**src/rtl/program_loader.sv**
```systemverilog
// Boot-time program loader.
// Accepts a framed byte stream (SYNC, LEN, LEN payload bytes, CSUM) over a
// valid/ready handshake, writes the payload into byte-wide instruction memory
// and releases the CPU (CpuRun) only once the 8-bit payload checksum matches.
module program_loader #(
  parameter int unsigned MEM_BYTES = 128,
  parameter int unsigned BASE_ADDR = 0,
  parameter logic [7:0]  SYNC_BYTE = 8'hA5
) (
  input  logic       Clock,
  input  logic       ResetN,
  input  logic [7:0] InData,
  input  logic       InValid,
  output logic       InReady,
  input  logic       Restart,
  output logic       MemWrEn,
  output logic [6:0] MemAddr,
  output logic [7:0] MemWrData,
  output logic       CpuRun,
  output logic       LoadError,
  output logic [7:0] BytesLoaded
);

  // Largest legal LEN; 9 bits so a full 128-byte window still compares cleanly.
  localparam int unsigned MaxLenInt = MEM_BYTES - BASE_ADDR;
  localparam logic [8:0]  MaxLen    = 9'(MaxLenInt);
  localparam logic [6:0]  BaseAddr  = 7'(BASE_ADDR);

  typedef enum logic [2:0] {
    StIdle,
    StLen,
    StData,
    StCsum,
    StDone,
    StError
  } state_e;

  state_e     state_q, state_d;
  logic [7:0] len_q, len_d;
  logic [7:0] csum_q, csum_d;
  logic [7:0] count_q, count_d;
  logic       err_q, err_d;
  logic       wr_en_q, wr_en_d;
  logic [6:0] addr_q, addr_d;
  logic [7:0] wdata_q, wdata_d;

  logic       accept;
  logic       len_bad;
  logic       last_payload;

  // A byte transfers only when both sides agree at the rising edge.
  assign accept       = InValid & InReady;
  assign len_bad      = (InData == 8'd0) || ({1'b0, InData} > MaxLen);
  assign last_payload = ((count_q + 8'd1) == len_q);

  // Next-state, datapath updates and the registered write strobe.
  always_comb begin
    state_d = state_q;
    len_d   = len_q;
    csum_d  = csum_q;
    count_d = count_q;
    err_d   = err_q;
    wr_en_d = 1'b0;
    addr_d  = addr_q;
    wdata_d = wdata_q;

    if (Restart) begin
      // Restart wins over a coincident transfer; that byte is dropped.
      // LoadError and BytesLoaded are left for software to inspect.
      state_d = StIdle;
    end else if (accept) begin
      unique case (state_q)
        StIdle: begin
          if (InData == SYNC_BYTE) begin
            state_d = StLen;
            csum_d  = 8'd0;
            count_d = 8'd0;
            err_d   = 1'b0;
          end
        end
        StLen: begin
          if (len_bad) begin
            state_d = StError;
            err_d   = 1'b1;
          end else begin
            len_d   = InData;
            state_d = StData;
          end
        end
        StData: begin
          wr_en_d = 1'b1;
          addr_d  = BaseAddr + count_q[6:0];
          wdata_d = InData;
          csum_d  = csum_q + InData;
          count_d = count_q + 8'd1;
          if (last_payload) begin
            state_d = StCsum;
          end
        end
        StCsum: begin
          if (InData == csum_q) begin
            state_d = StDone;
          end else begin
            state_d = StError;
            err_d   = 1'b1;
          end
        end
        default: begin
          // StDone / StError never accept bytes.
        end
      endcase
    end
  end

  // State and datapath registers, asynchronously cleared.
  always_ff @(posedge Clock or negedge ResetN) begin
    if (!ResetN) begin
      state_q <= StIdle;
      len_q   <= 8'd0;
      csum_q  <= 8'd0;
      count_q <= 8'd0;
      err_q   <= 1'b0;
      wr_en_q <= 1'b0;
      addr_q  <= 7'd0;
      wdata_q <= 8'd0;
    end else begin
      state_q <= state_d;
      len_q   <= len_d;
      csum_q  <= csum_d;
      count_q <= count_d;
      err_q   <= err_d;
      wr_en_q <= wr_en_d;
      addr_q  <= addr_d;
      wdata_q <= wdata_d;
    end
  end

  // Status outputs decoded directly from state so reset takes effect at once.
  always_comb begin
    InReady = 1'b0;
    CpuRun  = 1'b0;
    unique case (state_q)
      StIdle, StLen, StData, StCsum: InReady = 1'b1;
      StDone:                        CpuRun  = 1'b1;
      default: begin
      end
    endcase
  end

  assign MemWrEn     = wr_en_q;
  assign MemAddr     = addr_q;
  assign MemWrData   = wdata_q;
  assign LoadError   = err_q;
  assign BytesLoaded = count_q;

endmodule

```
**config.mk**
```make
export PLATFORM = sky130hd
export DESIGN_NAME = program_loader
export DESIGN_NICKNAME = d
export VERILOG_FILES = /design/src/rtl/program_loader.sv
export SDC_FILE = /design/constraint.sdc
export NUM_CORES = 1
export LEC_CHECK = 0
export ABC_AREA = 1
export CORE_AREA = 2 2 69 71
export DETAILED_ROUTE_END_ITERATION = 6
export DIE_AREA = 0 0 71 73
export HOLD_SLACK_MARGIN = 0.12
export PLACE_DENSITY = 0.83
export SETUP_SLACK_MARGIN = 0.4
export SLEW_MARGIN = 40
export SYNTH_ARGS = -nofsm -noshare
export SYNTH_HDL_FRONTEND = slang
export SYNTH_SLANG_ARGS = --single-unit
```
**constraint.sdc**
```tcl
create_clock -name Clock -period 4.15 [get_ports Clock]
set_input_delay 1.0375 -clock Clock [delete_from_list [all_inputs] [get_ports Clock]]
set_output_delay 1.0375 -clock Clock [all_outputs]
set_load 0.02 [all_outputs]
```
# [Word level (Yosys, flattened, before mapping)]
# Index checks and enable logic that the tools add are counted.
[word_totals] register_bits=44 wordCells=58
[classes] n_bitwise=3 n_reduce_logical=13 n_eq_ne=12 magnitude_cmp=1 mux=19 n_addsub=2
[ops] cell="$pmux 8 s2" count=2
[ops] cell="$eq 8x8->1" count=2
[ops] cell="$mux 3" count=5
[ops] cell="$pmux 3 s4" count=1
[ops] cell="$reduce_and 4->1" count=3
[ops] cell="$mux 1" count=9
[ops] cell="$add 8x1->8 const B" count=1
[ops] cell="$add 8x8->8" count=1
[ops] cell="$eq 8x8->1 const B" count=1
[ops] cell="$gt 8x8->1 const B" count=1
[ops] cell="$logic_not 8->1" count=1
[ops] cell="$mux 8" count=1
[ops] cell="$eq 3x2->1 const B" count=2
[ops] cell="$ne 2x2->1 const B" count=3
[ops] cell="$ne 3x3->1 const B" count=2
[ops] cell="$reduce_and 6->1" count=1
[ops] cell="$reduce_bool 5->1" count=1
[ops] cell="$reduce_bool 2->1" count=2
[ops] cell="$reduce_or 4->1" count=1
[ops] cell="$eq 3x1->1 const B" count=1
[ops] cell="$eq 3x3->1 const B" count=1
[ops] cell="$logic_not 3->1" count=1
[ops] cell="$pmux 1 s3" count=1
[ops] cell="$reduce_and 3->1" count=1
[ops] cell="4 further kinds" count=5

# [Depth between registers and ports, before layout]
[logic_depth] ltp_word=6 ltp_mapped=14 mapped_depth_nobuf=14

# [Least setup slack after synthesis]
# Ideal clock, no wire load.
[synth_timing] path_type="input -> register" from="input port InData[0]" to="register csum_q[6]" n_path_buf=0 arrival_ps=2369 path_stages=12 path_slack_ps=1659 path_cell_list="ha_1 fa_1 nand2_1 inv_1 o21ai_0 nand2_1 nand2_1 nand2_1 a21oi_1 nand2_1 nand2_1 o21ai_1"
[synth_via] elab_chain_cells=3
[synth_rtl] item="from (decl)" line="12" text="input logic [7:0] InData,"
[synth_rtl] item="branches (longest 3 deep; another with $add 8x8->8)"
[synth_rtl] item="to (signal assigned)" line="129" text="csum_q <= csum_d;"
[synth_rtl] item="to (decl)" line="40" text="logic [7:0] csum_q, csum_d;"
# Several ways; the timed one is not identified.
# A chain may end at the register's enable or synchronous reset.

# [Worst setup path after layout]
# Ends and elaborated chain as after synthesis.

==> qor.yml <==
ys_seq_area_share_pct: 45.6
place_area_mm2: 0.00283
max_freq_ghz: 0.348
seqCellArea_mm2: 0.00110
track_usage_pct: 22.4
leakagePower_nw: 1.52
clk_pin_slew_ps: 80
p_per_area_mw_per_mm2: 290
setup_ws_ps: 1280
yosysWarningCount: 0
io_buffers: 38
vias: 2184
worst_pin_slew_ps: 553
die_h_um: 73
worstSetupPathType: "in -> reg"
maxCapViolations: 0
synth_cell_type_count: 31
grt_pass1_wl_um: 9090
fin_cells: 406
layout_common_cells: "nand2_1 (92), dfrtp_1 (44), inv_1 (38)"
multi_input_area_mm2: 0.00112
synth_top_area_share_pct: 45.6
initial_utilization_pct: 53.2
clock_latency_ps: 300
dp.cells: 399
fillers: 393
synthTopCellsByArea: "dfrtp_1 (46%), nand2_1 (14%), inv_1 (6.1%), o21ai_0 (5.4%), nand3_1 (5.0%)"
stdcell_area_mm2: 0.00293
power_switching_uw: 221
cts_buffers: 5
ios: 39
internal_power_uw: 628
rows: 25
nNetsFinal: 373
p_clk_share_pct: 33.9
syn-num-nets: 333
grt_max_degree: 45
hp-class: "reg -> reg"
wl_um: 5320
start_kind: "input pin"
cts_hold_buf: 0
via_per_inst: 5.38
max_slew_margin_pct: 63.2
netlist_area_mm2: 0.00241
place.gp.congestion: 0.893
fin_crit_ps: 2870
antenna_left: 0
slew_viol_final: 0
timing.hold.ws_ps: 491
rsz0062_at_grt: "false"
p_sw_share_pct: 26.0
worstPathArrival_ps: 3060
total_power_uw: 848
clock_sinks: 44
cts-htree-levels: 2
final_common_cell: "nand2_1"
p_comb_share_pct: 14.3
firstDrtPassIters: 5
antenna_found_initial: 0
core-area_mm2: 0.00454
post-route-period-util_pct: 69.2
cp-end-kind: "flip-flop"
crit_fanout: 4
post-route-util_pct: 64.6
cts_buffer_depth: 2
synth_top_area_cell: "dfrtp_1"
setup_violations: 0
avgSynthCellArea_um2: 7.74
drt_iter0_markers: 183
status: "finished clean"
postCtsSetupBuffers: 0
dieArea_mm2: 0.00518
grt_pass1_vias: 2087
dp_hpwl_um: 3940
ys_seq_elements: 44
die_w_um: 71
synth_cells: 312
required_ps: 4330
cts_tree: "yes"
drc_errors: 0
cts_resized: 0
ir_drop_mv: 0.183
cts-root-buf: "clkbuf_8"
seq_power_share_pct: 51.8
overflow: 0
post-place-ws_ps: 988
wl_per_cell_um: 13.1
finClkSkew_ps: 4.53
area.growth.synth_to_final_pct: 21.3
n_antenna_cell: 0
fin_setup_tns_ps: 0
final_hold_viol_count: 0
drive_above_1_share_pct: 7.10
-- layout make-up --
| cell class | count | area share [%] |
|---|---|---|
| multi-input cells | 221 | 38.4 |
| flip-flops and latches | 44 | 37.6 |
| repair buffers | 39 | 13.2 |
| inverters | 41 | 5.25 |
| clock buffers | 7 | 3.29 |
| well taps | 54 | 2.31 |
-- routing by layer --
layer	vias up	global-route usage (%)	part of all wire, %
met4	0	9.43	1.9
met3	12	4.42	4.3
met2	61	38.7	50
met5	-	0	0
li1	1098	-	-
met1	1013	27.5	43
-- power groups by stage --
| stage | combinational (mW) | clock (mW) | sequential, mW |
|---|---|---|---|
| 2_1_floorplan | 0.0714 | 0 | 0.452 |
| 3_3_place_gp | 0.118 | 0 | 0.448 |
| 3_5_place_dp | 0.121 | 0 | 0.448 |
| 4_1_cts | 0.122 | 0.292 | 0.440 |
| 5_1_grt | 0.137 | 0.311 | 0.441 |
| 6_report | 0.121 | 0.287 | 0.440 |
-- worst max-delay path: stages --
cell and delay, ps:
clkdlybuf4s50_1 480, ha_1 260, fa_1 380, nand2_1 70
inv_1 40, o21ai_0 200, nand2_1 70, nand2_1 90
nand2_1 50, a21oi_1 170, nand2_1 80, nand2_1 70
o21ai_1 50
-- sequential cells by signal (all words and copies together), names as in the netlist --
name / cells
MemWrEn: 1
MemWrData: 8
LoadError: 1
MemAddr: 7
csum_q: 8
len_q: 8
state_q: 3
BytesLoaded: 8
-- path summary, 6_finish.rpt --
kind                                        start                         end  slack, ps  cells after the start
max reg2reg                state_q[1]$_DFFE_PN0P_  BytesLoaded[5]$_DFFE_PN0P_       2120                      9
min reg2reg                MemAddr[3]$_DFFE_PN0P_      MemAddr[3]$_DFFE_PN0P_        490                      2
max in group asynchronous                  ResetN       csum_q[5]$_DFFE_PN0P_       3050                      1
min in group asynchronous                  ResetN      MemAddr[1]$_DFFE_PN0P_        720                      1
min                        MemAddr[3]$_DFFE_PN0P_      MemAddr[3]$_DFFE_PN0P_        490                      2
max                                     InData[0]       csum_q[6]$_DFFE_PN0P_       1280                     13
-- synthesized netlist by cell type --
master / n
nor3_2: 1
buf_2: 4
fa_1: 1
nand2_1: 92
o22ai_1: 3
nand3b_1: 2
buf_6: 1
nand4_2: 1
o311ai_0: 1
dfrtp_1: 44
or3_4: 1
a31oi_1: 1
nor4_1: 2
a21oi_1: 9
inv_1: 39
nand2_2: 3
nor2_2: 2
ha_1: 8
o21ai_1: 8
clkbuf_1: 1
inv_2: 2
xnor2_1: 1
xor2_1: 2
o21ai_2: 3
nand4_1: 5
o21ai_0: 26
nor2_4: 2
nor3_1: 1
nand3_1: 24
nor2_1: 21
o21bai_1: 1
-- cell families (layout without fill, tap and decap cells) --
group | count (synthesis) | in the layout | share of synthesized area [%]
compound gates | 52 | 52 | 11.7
xor+xnor | 3 | 3 | 1.09
fa+ha+maj | 9 | 9 | 4.97
buf+inv | 47 | 87 | 7.82
flops | 44 | 44 | 45.6
simple gates | 157 | 157 | 28.8
Note: power is estimated with default switching activity, not from simulation.
